===== src/rtl/fc_pkg.sv =====
// fc_pkg: shared types, constants and helpers for the FC argmax engine.
// FSM state enum, default score width, MOST_NEG, popcount and clog2.
package fc_pkg;

  typedef enum logic [1:0] {IDLE, RUN, DONE} state_t;

  localparam int DATA_W_DEF = 32;

  // Bit pattern of the most negative w-bit two's complement value.
  function automatic logic [63:0] MOST_NEG(input int w);
    return 64'd1 << (w - 1);
  endfunction

  function automatic int popcount(input logic [63:0] v);
    int n;
    n = 0;
    for (int i = 0; i < 64; i++) n += int'(v[i]);
    return n;
  endfunction

  function automatic int clog2(input int n);
    int r;
    r = 0;
    while ((1 << r) < n) r++;
    return r;
  endfunction

endpackage


===== src/rtl/fc_lane_max.sv =====
// fc_lane_max: combinational max/index reduction over one LANES-wide beat.
// In: data, keep, base (index of first kept lane), limit. Out: beat_val, beat_idx, hit.
module fc_lane_max
  import fc_pkg::*;
#(
  parameter int DATA_W = DATA_W_DEF,
  parameter int LANES  = 4,
  parameter int EW     = 5
) (
  input  logic [LANES*DATA_W-1:0] data,
  input  logic [LANES-1:0]        keep,
  input  logic [EW-1:0]           base,
  input  logic [EW-1:0]           limit,
  output logic [DATA_W-1:0]       beat_val,
  output logic [EW-1:0]           beat_idx,
  output logic                    hit
);

  localparam logic [DATA_W-1:0] NEG = DATA_W'(MOST_NEG(DATA_W));

  logic [EW-1:0]     rank;
  logic [DATA_W-1:0] v;

  // Lanes are visited lowest first, so a strict compare keeps the lower index on ties.
  always_comb begin
    beat_val = NEG;
    beat_idx = '0;
    hit      = 1'b0;
    rank     = base;
    v        = '0;
    for (int i = 0; i < LANES; i++) begin
      if (keep[i]) begin
        v = data[i*DATA_W +: DATA_W];
        if (rank < limit &&
            (!hit || $signed(v) > $signed(beat_val))) begin
          hit      = 1'b1;
          beat_val = v;
          beat_idx = rank;
        end
        rank = rank + 1'b1;
      end
    end
  end

endmodule


===== src/rtl/fc_argmax_stream.sv =====
// fc_argmax_stream: streaming signed argmax over NUM_CLASSES scores, LANES per beat.
// Ports: clk, rst, start, s_t* stream in; busy, done, max_idx, max_val, err_len,
// clk_counter out. Macro FC_ARGMAX_TOP2_EN adds runner-up outputs sec_idx, sec_val.
module fc_argmax_stream
  import fc_pkg::*;
#(
  parameter int DATA_W      = DATA_W_DEF,
  parameter int LANES       = 4,
  parameter int NUM_CLASSES = 10,
  parameter int CNT_W       = 32,
  localparam int IDX_W      = $clog2(NUM_CLASSES)
) (
  input  logic                    clk,
  input  logic                    rst,
  input  logic                    start,
  input  logic                    s_tvalid,
  output logic                    s_tready,
  input  logic [LANES*DATA_W-1:0] s_tdata,
  input  logic [LANES-1:0]        s_tkeep,
  input  logic                    s_tlast,
  output logic                    busy,
  output logic                    done,
  output logic [IDX_W-1:0]        max_idx,
  output logic [DATA_W-1:0]       max_val,
  output logic                    err_len,
`ifdef FC_ARGMAX_TOP2_EN
  output logic [IDX_W-1:0]        sec_idx,
  output logic [DATA_W-1:0]       sec_val,
`endif
  output logic [CNT_W-1:0]        clk_counter
);

  // Element count clamps at NUM_CLASSES+1: any overrun is already a length error.
  localparam int EW = clog2(NUM_CLASSES + LANES + 2);
  localparam logic [EW-1:0] LIMIT = EW'(NUM_CLASSES);
  localparam logic [EW-1:0] SAT = EW'(NUM_CLASSES + 1);
  localparam logic [DATA_W-1:0] NEG = DATA_W'(MOST_NEG(DATA_W));

  state_t state, state_nxt;

  logic [DATA_W-1:0] best_val, beat_val, new_val;
  logic [IDX_W-1:0]  best_idx, new_idx;
  logic [EW-1:0]     elem_cnt, pop, sum, cnt_nxt, beat_idx;
  logic              hit, accept, take;

  fc_lane_max #(
    .DATA_W(DATA_W),
    .LANES (LANES),
    .EW    (EW)
  ) u_lane_max (
    .data    (s_tdata),
    .keep    (s_tkeep),
    .base    (elem_cnt),
    .limit   (LIMIT),
    .beat_val(beat_val),
    .beat_idx(beat_idx),
    .hit     (hit)
  );

  assign busy     = (state == RUN);
  assign s_tready = (state == RUN);
  assign done     = (state == DONE);
  assign accept   = (state == RUN) && s_tvalid;

  assign pop     = EW'(popcount(64'(s_tkeep)));
  assign sum     = elem_cnt + pop;
  assign cnt_nxt = (sum > SAT) ? SAT : sum;

  assign take    = hit && ($signed(beat_val) > $signed(best_val));
  assign new_val = take ? beat_val : best_val;
  assign new_idx = take ? IDX_W'(beat_idx) : best_idx;

  always_comb begin
    state_nxt = state;
    unique case (state)
      IDLE:    if (start) state_nxt = RUN;
      RUN:     if (accept && s_tlast) state_nxt = DONE;
      DONE:    state_nxt = IDLE;
      default: state_nxt = IDLE;
    endcase
  end

  always_ff @(posedge clk) begin
    if (rst) begin
      state       <= IDLE;
      best_val    <= '0;
      best_idx    <= '0;
      elem_cnt    <= '0;
      max_val     <= '0;
      max_idx     <= '0;
      err_len     <= 1'b0;
      clk_counter <= '0;
    end else begin
      state <= state_nxt;
      if (state == IDLE && start) begin
        best_val    <= NEG;
        best_idx    <= '0;
        elem_cnt    <= '0;
        err_len     <= 1'b0;
        clk_counter <= '0;
      end
      if ((state == RUN || state == DONE) && clk_counter != '1)
        clk_counter <= clk_counter + 1'b1;
      if (accept) begin
        best_val <= new_val;
        best_idx <= new_idx;
        elem_cnt <= cnt_nxt;
        if (s_tlast) begin
          max_val <= new_val;
          max_idx <= new_idx;
          err_len <= (cnt_nxt != LIMIT);
        end
      end
    end
  end

`ifdef FC_ARGMAX_TOP2_EN
  logic [DATA_W-1:0] sec_run_val, t_mv, t_sv, t_v;
  logic [IDX_W-1:0]  sec_run_idx, t_mi, t_si;
  logic [EW-1:0]     t_rank;

  // Walk the beat in index order: a new max demotes the old max to second.
  always_comb begin
    t_mv   = best_val;
    t_mi   = best_idx;
    t_sv   = sec_run_val;
    t_si   = sec_run_idx;
    t_rank = elem_cnt;
    t_v    = '0;
    for (int i = 0; i < LANES; i++) begin
      if (s_tkeep[i]) begin
        t_v = s_tdata[i*DATA_W +: DATA_W];
        if (t_rank < LIMIT) begin
          if ($signed(t_v) > $signed(t_mv)) begin
            t_sv = t_mv;
            t_si = t_mi;
            t_mv = t_v;
            t_mi = IDX_W'(t_rank);
          end else if ($signed(t_v) > $signed(t_sv)) begin
            t_sv = t_v;
            t_si = IDX_W'(t_rank);
          end
        end
        t_rank = t_rank + 1'b1;
      end
    end
  end

  always_ff @(posedge clk) begin
    if (rst) begin
      sec_run_val <= '0;
      sec_run_idx <= '0;
      sec_val     <= '0;
      sec_idx     <= '0;
    end else if (state == IDLE && start) begin
      sec_run_val <= NEG;
      sec_run_idx <= '0;
    end else if (accept) begin
      sec_run_val <= t_sv;
      sec_run_idx <= t_si;
      if (s_tlast) begin
        sec_val <= t_sv;
        sec_idx <= t_si;
      end
    end
  end
`endif

endmodule


===== config.mk =====
export PLATFORM = sky130hd
export DESIGN_NAME = fc_argmax_stream
export DESIGN_NICKNAME = d
export VERILOG_FILES = /design/src/rtl/fc_pkg.sv /design/src/rtl/fc_lane_max.sv /design/src/rtl/fc_argmax_stream.sv
export SDC_FILE = /design/constraint.sdc
export NUM_CORES = 1
export LEC_CHECK = 0
export ABC_AREA = 1
export BUFFER_PORTS_ARGS = -buffer_cell sky130_fd_sc_hd__buf_2
export CORE_UTILIZATION = 30
export DETAILED_ROUTE_END_ITERATION = 8
export GPL_TIMING_DRIVEN = 0
export PLACE_DENSITY = 0.45
export SKIP_CTS_REPAIR_TIMING = 1
export SLEW_MARGIN = 10
export SYNTH_ARGS = -nofsm -noshare
export SYNTH_HDL_FRONTEND = slang
export SYNTH_SLANG_ARGS = --single-unit

===== constraint.sdc =====
create_clock -name clk -period 9.6 [get_ports clk]
set_clock_uncertainty 0.05 [all_clocks]
set_input_delay 0.48 -clock clk [delete_from_list [all_inputs] [get_ports clk]]
set_output_delay 0.48 -clock clk [all_outputs]
set_load 0.005 [all_outputs]

==> impl_metrics.prom, run 1 <==
# TYPE chip_impl_metric gauge
chip_impl_metric{name="drc",unit=""} 0
chip_impl_metric{name="dieArea",unit="um2"} 38100
chip_impl_metric{name="ff2ff_path_depth",unit=""} 63
chip_impl_metric{name="r2r_setup_slack",unit="ns"} 0.71
chip_impl_metric{name="total_leakage_power",unit="nW"} 7.10
chip_impl_metric{name="post_synth_xor_xnor_area",unit="%"} 1.38
chip_impl_metric{name="effective_utilization_at_floorplan",unit="%"} 30.5
chip_impl_info{name="worst_hold_path_type",value="reg -> reg"} 1
chip_impl_info{name="ys.flop_type",value="sky130_fd_sc_hd__dfxtp_1"} 1
chip_impl_metric{name="cp_data_arrival_time",unit="ns"} 9.11
chip_impl_metric{name="min_period",unit="ns"} 8.89
chip_impl_metric{name="synth_area",unit="um2"} 11200
chip_impl_info{name="worst_hold_startpoint",value="best_idx[1]"} 1
chip_impl_metric{name="die_height",unit="um"} 195
chip_impl_info{name="startpoint_types",value="register"} 1
chip_impl_metric{name="synthSimpleGateAreaFrac",unit="%"} 39.8
chip_impl_metric{name="fp-row-count",unit=""} 70
chip_impl_metric{name="dp_slack",unit="ns"} -2.18
chip_impl_metric{name="syn-num-nets",unit=""} 2048
chip_impl_info{name="tritoncts",value="done"} 1
chip_impl_metric{name="crit_buf_inv",unit=""} 12
chip_impl_metric{name="die_w",unit="um"} 195
chip_impl_metric{name="final_layout_size_suffix_gt1_share",unit="%"} 21.0
chip_impl_info{name="crit_path_frequent_cell",value="sky130_fd_sc_hd__nand2_1"} 1
chip_impl_metric{name="coreArea",unit="um2"} 36700
chip_impl_metric{name="worst_hold_path.num_cells",unit=""} 2
chip_impl_metric{name="layout_worst_path_cycle_share",unit="%"} 92.7
chip_impl_metric{name="clock_pin_slew_reported_for_the_worst_setup_and_hold_paths_after_clock_tree_synthesis",unit="ns"} 0.08
chip_impl_metric{name="synthesis_to_layout_area_growth",unit="%"} 22.8
chip_impl_metric{name="global_route.overflow_total",unit=""} 0
chip_impl_metric{name="grt_start_max_net_pins",unit=""} 19
chip_impl_info{name="worstSetupEndpointType",value="register"} 1
chip_impl_metric{name="finalSetupTns",unit="ns"} 0
chip_impl_metric{name="inserted_clock_buffers",unit=""} 9
chip_impl_info{name="synth_top_family_by_area",value="simple AND/OR/NAND/NOR gates"} 1
chip_impl_metric{name="clock_latency",unit="ns"} 0.36
chip_impl_info{name="cts_root_buf",value="sky130_fd_sc_hd__clkbuf_16"} 1
chip_impl_metric{name="insertedDiodeCount",unit=""} 0
chip_impl_metric{name="vias",unit=""} 11523
chip_impl_metric{name="vdd_ir_drop_max",unit="mV"} 0.107
chip_impl_metric{name="worst_hold_margin",unit="ns"} 0.415
chip_impl_metric{name="max_slew_margin",unit="%"} 49.7
chip_impl_metric{name="muxShareOfSynthArea",unit="%"} 0
chip_impl_metric{name="cp.depth",unit=""} 63
chip_impl_info{name="cp_slowest_cell",value="sky130_fd_sc_hd__dfxtp_4"} 1
chip_impl_metric{name="max_freq",unit="GHz"} 0.112
chip_impl_metric{name="htreeDepth",unit=""} 3
chip_impl_info{name="crit_type",value="reg -> reg"} 1
chip_impl_info{name="worst_r2r_endpoint",value="max_val[1]"} 1
chip_impl_metric{name="finalMaxSlewViolations",unit=""} 0
chip_impl_metric{name="power_per_cell_area",unit="nW/um2"} 182
chip_impl_metric{name="grt_pass1_vias",unit=""} 10665
chip_impl_metric{name="required_time_at_the_endpoint_of_the_critical_path",unit="ns"} 9.81
chip_impl_metric{name="finalSetupViolCount",unit=""} 0
chip_impl_metric{name="layoutNonFillerInstCount",unit=""} 2481
chip_impl_metric{name="number_of_violations_reported_at_the_end_of_detailed_routing_iteration_0",unit=""} 495
chip_impl_metric{name="clock_sink_count",unit=""} 111
chip_impl_metric{name="layout.cell_area.non_filler",unit="um2"} 13700
chip_impl_metric{name="drtPass1Iterations",unit=""} 5
chip_impl_metric{name="netlist_instances",unit=""} 1771
chip_impl_metric{name="antenna_found_initial",unit=""} 1
chip_impl_metric{name="post_synthesis_compound_gate_area_fraction",unit="%"} 12.1
chip_impl_info{name="worst_path_dominant_cell_family",value="simple AND/OR/NAND/NOR gates"} 1
chip_impl_metric{name="drt-vias-per-instance",unit=""} 4.64
chip_impl_metric{name="antenna_violation_net_count_after_detailed_routing",unit=""} 0
chip_impl_metric{name="grt_pass1_wl",unit="um"} 58100
chip_impl_metric{name="critical_path.max_stage_delay",unit="ns"} 0.41
chip_impl_info{name="regToRegStartpoint",value="elem_cnt[1]"} 1
chip_impl_metric{name="post-route-util",unit="%"} 37.4
chip_impl_metric{name="ys_ff_latch",unit=""} 111
chip_impl_metric{name="postLayoutSetupSlackWorst",unit="ns"} 0.705
chip_impl_metric{name="finalWeightedCongestion",unit=""} 0.901
chip_impl_metric{name="timing_worst_slew_pin_value",unit="ns"} 0.754
chip_impl_metric{name="netlist-cell-type-count",unit=""} 51
chip_impl_metric{name="design_power_total",unit="mW"} 2.50
chip_impl_metric{name="synth_area_per_cell",unit="um2"} 6.32
chip_impl_metric{name="async_reset_ff_share",unit="%"} 0
chip_impl_metric{name="route.final.wire_length",unit="um"} 37700
chip_impl_metric{name="design.portCount",unit=""} 209
chip_impl_metric{name="globalRouteTotalUtil",unit="%"} 19.4
chip_impl_metric{name="timing.critical_path.fanout_max",unit=""} 10
chip_impl_metric{name="synth_enable_flop_cells",unit=""} 0
chip_impl_metric{name="max-clock-path-buffers",unit=""} 2
chip_impl_info{name="run_status",value="finished clean"} 1
chip_impl_info{name="hold_end",value="best_idx[1]"} 1
chip_impl_metric{name="dp_cells",unit=""} 2446
chip_impl_metric{name="place_area",unit="um2"} 12800
chip_impl_metric{name="report.final.hold_viol_count",unit=""} 0
chip_impl_metric{name="routed_wl_per_cell",unit="um"} 15.2
chip_impl_metric{name="input_output_buffers",unit=""} 207
chip_impl_metric{name="portion_of_the_post_synthesis_area_used_by_sequential_elements",unit="%"} 19.9
chip_impl_metric{name="nets",unit=""} 2286
chip_impl_metric{name="yosys_warnings",unit=""} 0
chip_impl_metric{name="drv_cap",unit=""} 0
chip_impl_metric{name="post_synth_fa_ha_maj_area_fraction",unit="%"} 15.9
chip_impl_metric{name="dp_hpwl",unit="um"} 32500
## cells by family after synthesis
family,count (synthesis)
AO/OA/AOI/OAI,237
XOR/XNOR,15
adder cells (fa/ha/maj),140
buffers and inverters,305
flip-flops,111
AND/OR/NAND/NOR,963
## cell usage in the layout, fill, tap and decap left out, types with 5 or more instances in the layout
| cell type | instances |
|---|---|
| sky130_fd_sc_hd__dfxtp_1 | 108 |
| sky130_fd_sc_hd__inv_1 | 226 |
| sky130_fd_sc_hd__buf_4 | 27 |
| sky130_fd_sc_hd__nor4_1 | 7 |
| sky130_fd_sc_hd__buf_12 | 6 |
| sky130_fd_sc_hd__xor2_1 | 9 |
| sky130_fd_sc_hd__nor3_1 | 17 |
| sky130_fd_sc_hd__nor2_2 | 9 |
| sky130_fd_sc_hd__inv_2 | 8 |
| sky130_fd_sc_hd__a21oi_1 | 125 |
| sky130_fd_sc_hd__nand2_2 | 8 |
| sky130_fd_sc_hd__buf_6 | 9 |
| sky130_fd_sc_hd__nand3_2 | 70 |
| sky130_fd_sc_hd__nand4_1 | 18 |
| sky130_fd_sc_hd__and2_1 | 30 |
| sky130_fd_sc_hd__o21ai_1 | 8 |
| sky130_fd_sc_hd__buf_2 | 213 |
| sky130_fd_sc_hd__nand2_1 | 578 |
| sky130_fd_sc_hd__nand3b_1 | 5 |
| sky130_fd_sc_hd__o21a_1 | 38 |
| sky130_fd_sc_hd__a21oi_2 | 7 |
| sky130_fd_sc_hd__ha_1 | 128 |
| sky130_fd_sc_hd__nor2_1 | 48 |
| sky130_fd_sc_hd__nand3_1 | 146 |
| sky130_fd_sc_hd__ha_4 | 9 |
| sky130_fd_sc_hd__clkbuf_16 | 9 |
| sky130_fd_sc_hd__o21ai_0 | 36 |
| sky130_fd_sc_hd__clkbuf_1 | 27 |
| sky130_fd_sc_hd__clkbuf_4 | 5 |
## cell usage after synthesis (5+ instances only)
cell / instances / area, um2
sky130_fd_sc_hd__nand2_1: 588 / 2210
sky130_fd_sc_hd__inv_1: 231 / 867
sky130_fd_sc_hd__nand3_1: 158 / 791
sky130_fd_sc_hd__ha_1: 137 / 1710
sky130_fd_sc_hd__a21oi_1: 131 / 656
sky130_fd_sc_hd__dfxtp_1: 111 / 2220
sky130_fd_sc_hd__nand3_2: 58 / 581
sky130_fd_sc_hd__nor2_1: 56 / 210
sky130_fd_sc_hd__o21ai_0: 40 / 200
sky130_fd_sc_hd__o21a_1: 38 / 285
sky130_fd_sc_hd__clkbuf_1: 33 / 124
sky130_fd_sc_hd__and2_1: 32 / 200
sky130_fd_sc_hd__nor3_1: 21 / 105
sky130_fd_sc_hd__buf_2: 19 / 95.1
sky130_fd_sc_hd__nand4_1: 18 / 113
sky130_fd_sc_hd__xor2_1: 9 / 78.8
sky130_fd_sc_hd__buf_6: 7 / 78.8
sky130_fd_sc_hd__nor4_1: 7 / 43.8
sky130_fd_sc_hd__buf_1: 5 / 18.8
sky130_fd_sc_hd__inv_2: 5 / 18.8
sky130_fd_sc_hd__nand3b_1: 5 / 37.5
## cell type report
cell class                      instances  area (um2)
Multi-Input combinational cell       1355        8040
Buffer                                 68         505
Fill cell                            4008       23000
Inverter                              237         895
Tap cell                              468         586
Clock inverter                          5        41.3
Sequential cell                       111        2230
Clock buffer                           10         239
Timing Repair Buffer                  227        1200
## per-layer routing
metal,share of wire [%],global-route usage (%),vias up
met5,0.026,0,-
met4,1.7,5.10,2
met3,3.4,1.35,34
met2,44,31.2,252
met1,51,27.8,4996
li1,-,-,6239
## worst min-delay path, cell delays in order (launching register included)
cell,delay (ns)
sky130_fd_sc_hd__dfxtp_1,0.31
sky130_fd_sc_hd__nand2_1,0.06
sky130_fd_sc_hd__a21oi_1,0.06
## how the worst max path moves through the flow
stage / startpoint / to / slack (ns)
after global routing: elem_cnt[2] / max_idx[2] / -0.06
after global placement: s_tkeep[0] / max_val[18] / -2.16
after detailed placement: s_tkeep[0] / max_val[19] / -2.18
after CTS: elem_cnt[1] / max_val[19] / -2.08
after floorplan: elem_cnt[1] / max_val[1] / 1.18
final: elem_cnt[1] / max_val[1] / 0.71
## flip-flops by register name (all words and copies together) (netlist names)
name / flops
best_idx: 4
best_val: 32
clk_counter: 32
elem_cnt: 4
err_len: 1
max_idx: 4
max_val: 32
state: 2
## power by group
group	leakage, nW	switching, mW	total, mW	internal, mW
logic	6.07	1.00	1.57	0.568
clock network	0.132	0.185	0.370	0.185
registers	0.901	0.0363	0.553	0.517
Note: power is estimated with default switching activity, not from simulation.
==> run 2: changes to the inputs <==
==> constraint.sdc (replaced) <==
create_clock -name clk -period 9.6 [get_ports clk]
set_clock_uncertainty 0.05 [all_clocks]
set_input_delay 1.92 -clock clk [delete_from_list [all_inputs] [get_ports clk]]
set_output_delay 1.92 -clock clk [all_outputs]
set_load 0.005 [all_outputs]
==> impl_metrics.prom, run 2 (synthesized netlist as in run 1, its figures left out) <==
# TYPE chip_impl_metric gauge
chip_impl_metric{name="power.switching_fraction",unit="%"} 48.1
chip_impl_info{name="layout.cells.most_common",value="sky130_fd_sc_hd__nand2_1"} 1
chip_impl_metric{name="synthesis_to_layout_area_growth",unit="%"} 41.2
chip_impl_metric{name="switchingPower",unit="mW"} 1.41
chip_impl_info{name="crit_type",value="in -> reg"} 1
chip_impl_metric{name="r2r_setup_slack",unit="ns"} 0.50
chip_impl_metric{name="finalSetupTns",unit="ns"} -19.25
chip_impl_metric{name="power_report.internal_total",unit="mW"} 1.52
chip_impl_info{name="cp_slowest_cell",value="sky130_fd_sc_hd__ha_4"} 1
chip_impl_metric{name="grt_pass1_vias",unit=""} 10658
chip_impl_metric{name="finalWeightedCongestion",unit=""} 0.866
chip_impl_metric{name="finalMaxSlewViolations",unit=""} 0
chip_impl_metric{name="critical_path.max_stage_delay",unit="ns"} 0.28
chip_impl_metric{name="drv_cap",unit=""} 0
chip_impl_metric{name="coreArea",unit="um2"} 36700
chip_impl_metric{name="clock_sink_count",unit=""} 111
chip_impl_metric{name="effective_utilization_at_floorplan",unit="%"} 30.5
chip_impl_info{name="worstSetupEndpointType",value="register"} 1
chip_impl_metric{name="cp_data_arrival_time",unit="ns"} 10.17
chip_impl_info{name="run_status",value="finished with violations"} 1
chip_impl_info{name="layout_common_cells",value="sky130_fd_sc_hd__nand2_1 (484), sky130_fd_sc_hd__inv_1 (222), sky130_fd_sc_hd__buf_2 (211)"} 1
chip_impl_metric{name="route.final.wire_length",unit="um"} 40200
chip_impl_metric{name="drt-vias-per-instance",unit=""} 4.72
chip_impl_metric{name="max-clock-path-buffers",unit=""} 2
chip_impl_metric{name="final_layout_size_suffix_gt1_share",unit="%"} 33.4
chip_impl_metric{name="min_period",unit="ns"} 9.96
chip_impl_metric{name="antenna_found_initial",unit=""} 2
chip_impl_metric{name="nets",unit=""} 2320
chip_impl_metric{name="timing_worst_slew_pin_value",unit="ns"} 0.699
chip_impl_metric{name="grt_pass1_wl",unit="um"} 58400
chip_impl_metric{name="report.final.hold_viol_count",unit=""} 0
chip_impl_metric{name="post-route-util",unit="%"} 43.1
chip_impl_metric{name="layout_worst_path_cycle_share",unit="%"} 104
chip_impl_metric{name="number_of_violations_reported_at_the_end_of_detailed_routing_iteration_0",unit=""} 484
chip_impl_metric{name="required_time_at_the_endpoint_of_the_critical_path",unit="ns"} 9.82
chip_impl_info{name="violations",value="negative setup slack"} 1
chip_impl_metric{name="power_per_cell_area",unit="nW/um2"} 186
chip_impl_metric{name="globalRouteTotalUtil",unit="%"} 19.6
chip_impl_metric{name="htreeDepth",unit=""} 3
chip_impl_metric{name="total_leakage_power",unit="nW"} 7.70
chip_impl_info{name="crit_path_frequent_cell",value="sky130_fd_sc_hd__nand2_1"} 1
chip_impl_metric{name="drc",unit=""} 0
chip_impl_metric{name="dp_hpwl",unit="um"} 32300
chip_impl_metric{name="max_freq",unit="GHz"} 0.100
chip_impl_info{name="reg.largest.list",value="best_val x32, clk_counter x32, max_val x32"} 1
chip_impl_metric{name="dp_cells",unit=""} 2446
chip_impl_metric{name="power.clock.fraction",unit="%"} 12.9
chip_impl_metric{name="postLayoutSetupSlackWorst",unit="ns"} -0.358
chip_impl_metric{name="clock_pin_slew_reported_for_the_worst_setup_and_hold_paths_after_clock_tree_synthesis",unit="ns"} 0.08
chip_impl_info{name="worst_hold_path_type",value="reg -> reg"} 1
chip_impl_metric{name="layoutNonFillerInstCount",unit=""} 2517
chip_impl_metric{name="vdd_ir_drop_max",unit="mV"} 0.114
chip_impl_metric{name="inserted_clock_buffers",unit=""} 9
chip_impl_metric{name="design.portCount",unit=""} 209
chip_impl_info{name="tritoncts",value="done"} 1
chip_impl_metric{name="grt_start_max_net_pins",unit=""} 19
chip_impl_metric{name="timing.critical_path.fanout_max",unit=""} 8
chip_impl_metric{name="seqPwrFrac",unit="%"} 18.9
chip_impl_metric{name="die_w",unit="um"} 195
chip_impl_metric{name="design_power_total",unit="mW"} 2.93
chip_impl_info{name="rsz0062_at_grt",value="true"} 1
chip_impl_metric{name="combPwrFrac",unit="%"} 68.2
chip_impl_metric{name="input_output_buffers",unit=""} 207
chip_impl_metric{name="clock_latency",unit="ns"} 0.36
chip_impl_info{name="cts_root_buf",value="sky130_fd_sc_hd__clkbuf_16"} 1
chip_impl_metric{name="routed_wl_per_cell",unit="um"} 16.0
chip_impl_info{name="startpoint_types",value="input port"} 1
chip_impl_metric{name="vias",unit=""} 11891
chip_impl_metric{name="global_route.overflow_total",unit=""} 0
chip_impl_metric{name="die_height",unit="um"} 195
chip_impl_metric{name="finalSetupViolCount",unit=""} 72
chip_impl_metric{name="max_slew_margin",unit="%"} 53.4
chip_impl_metric{name="antenna_violation_net_count_after_detailed_routing",unit=""} 0
chip_impl_metric{name="fp-row-count",unit=""} 70
chip_impl_metric{name="drtPass1Iterations",unit=""} 5
chip_impl_metric{name="dieArea",unit="um2"} 38100
[run 2: changes by cell type in the layout (fill, tap and decap cells not counted), moves of 16 or more]
| cell | previous run | this run |
|---|---|---|
| sky130_fd_sc_hd__and2_1 | 30 | 13 |
| sky130_fd_sc_hd__a21oi_1 | 125 | 101 |
| sky130_fd_sc_hd__ha_4 | 9 | 56 |
| sky130_fd_sc_hd__nand3_4 | 0 | 20 |
| sky130_fd_sc_hd__nand2_4 | 4 | 24 |
| sky130_fd_sc_hd__buf_4 | 27 | 46 |
| sky130_fd_sc_hd__nand3_1 | 146 | 110 |
| sky130_fd_sc_hd__nand2_2 | 8 | 80 |
| sky130_fd_sc_hd__and2_4 | 3 | 20 |
| sky130_fd_sc_hd__ha_1 | 128 | 81 |
| sky130_fd_sc_hd__a21oi_2 | 7 | 31 |
| sky130_fd_sc_hd__nand2_1 | 578 | 484 |
| sky130_fd_sc_hd__nand3_2 | 70 | 86 |
[run 2: power by group through the flow]
stage | Combinational (mW) | Clock [mW] | Sequential [mW]
finish | 2.00 | 0.379 | 0.554
floorplan | 1.05 | 0 | 0.557
global placement | 1.48 | 0 | 0.562
global route | 2.21 | 0.411 | 0.562
detailed placement | 1.50 | 0 | 0.564
CTS | 1.51 | 0.392 | 0.554
[run 2: worst paths after layout]
path	from	end	cells past startpoint
max	s_tkeep[0]	max_val[16]	63
min	best_idx[0]	best_idx[0]	2
max reg2reg	elem_cnt[1]	max_val[16]	64
min reg2reg	best_idx[0]	best_idx[0]	2
[run 2: critical path, delay by kind of cell]
family / cells / cell delay, ns
AO/OA/AOI/OAI: 2 / 0.25
adder cells (fa/ha/maj): 4 / 1.10
buffers and inverters: 14 / 1.80
AND/OR/NAND/NOR: 43 / 5.05
[run 2: layout make-up]
class / instances / area (um2)
Buffer: 68 / 582
Inverter: 237 / 900
Tap cell: 468 / 586
Multi-Input combinational cell: 1355 / 9540
Antenna cell: 1 / 2.50
Fill cell: 3802 / 20900
Timing Repair Buffer: 261 / 1680
Clock inverter: 5 / 43.8
Sequential cell: 111 / 2220
Clock buffer: 11 / 253
[run 2: through the flow]
step	setup WS [ns]	hold slack, ns	cell area [um2]
2_1_floorplan	0.00799	0.391	11200
3_3_place_gp	-3.06	0.398	12800
3_5_place_dp	-3.18	0.405	12800
4_1_cts	-2.82	0.419	13100
5_1_grt	-0.801	0.427	15800
6_report	-0.358	0.413	15800
[run 2: metal layers]
metal / GRT usage (%) / up-vias / share of wire (%)
met5: 0 / - / 0.040
met4: 4.32 / 2 / 1.5
met3: 1.57 / 30 / 3.0
met2: 31.8 / 228 / 47
met1: 27.9 / 5321 / 49
li1: - / 6310 / -
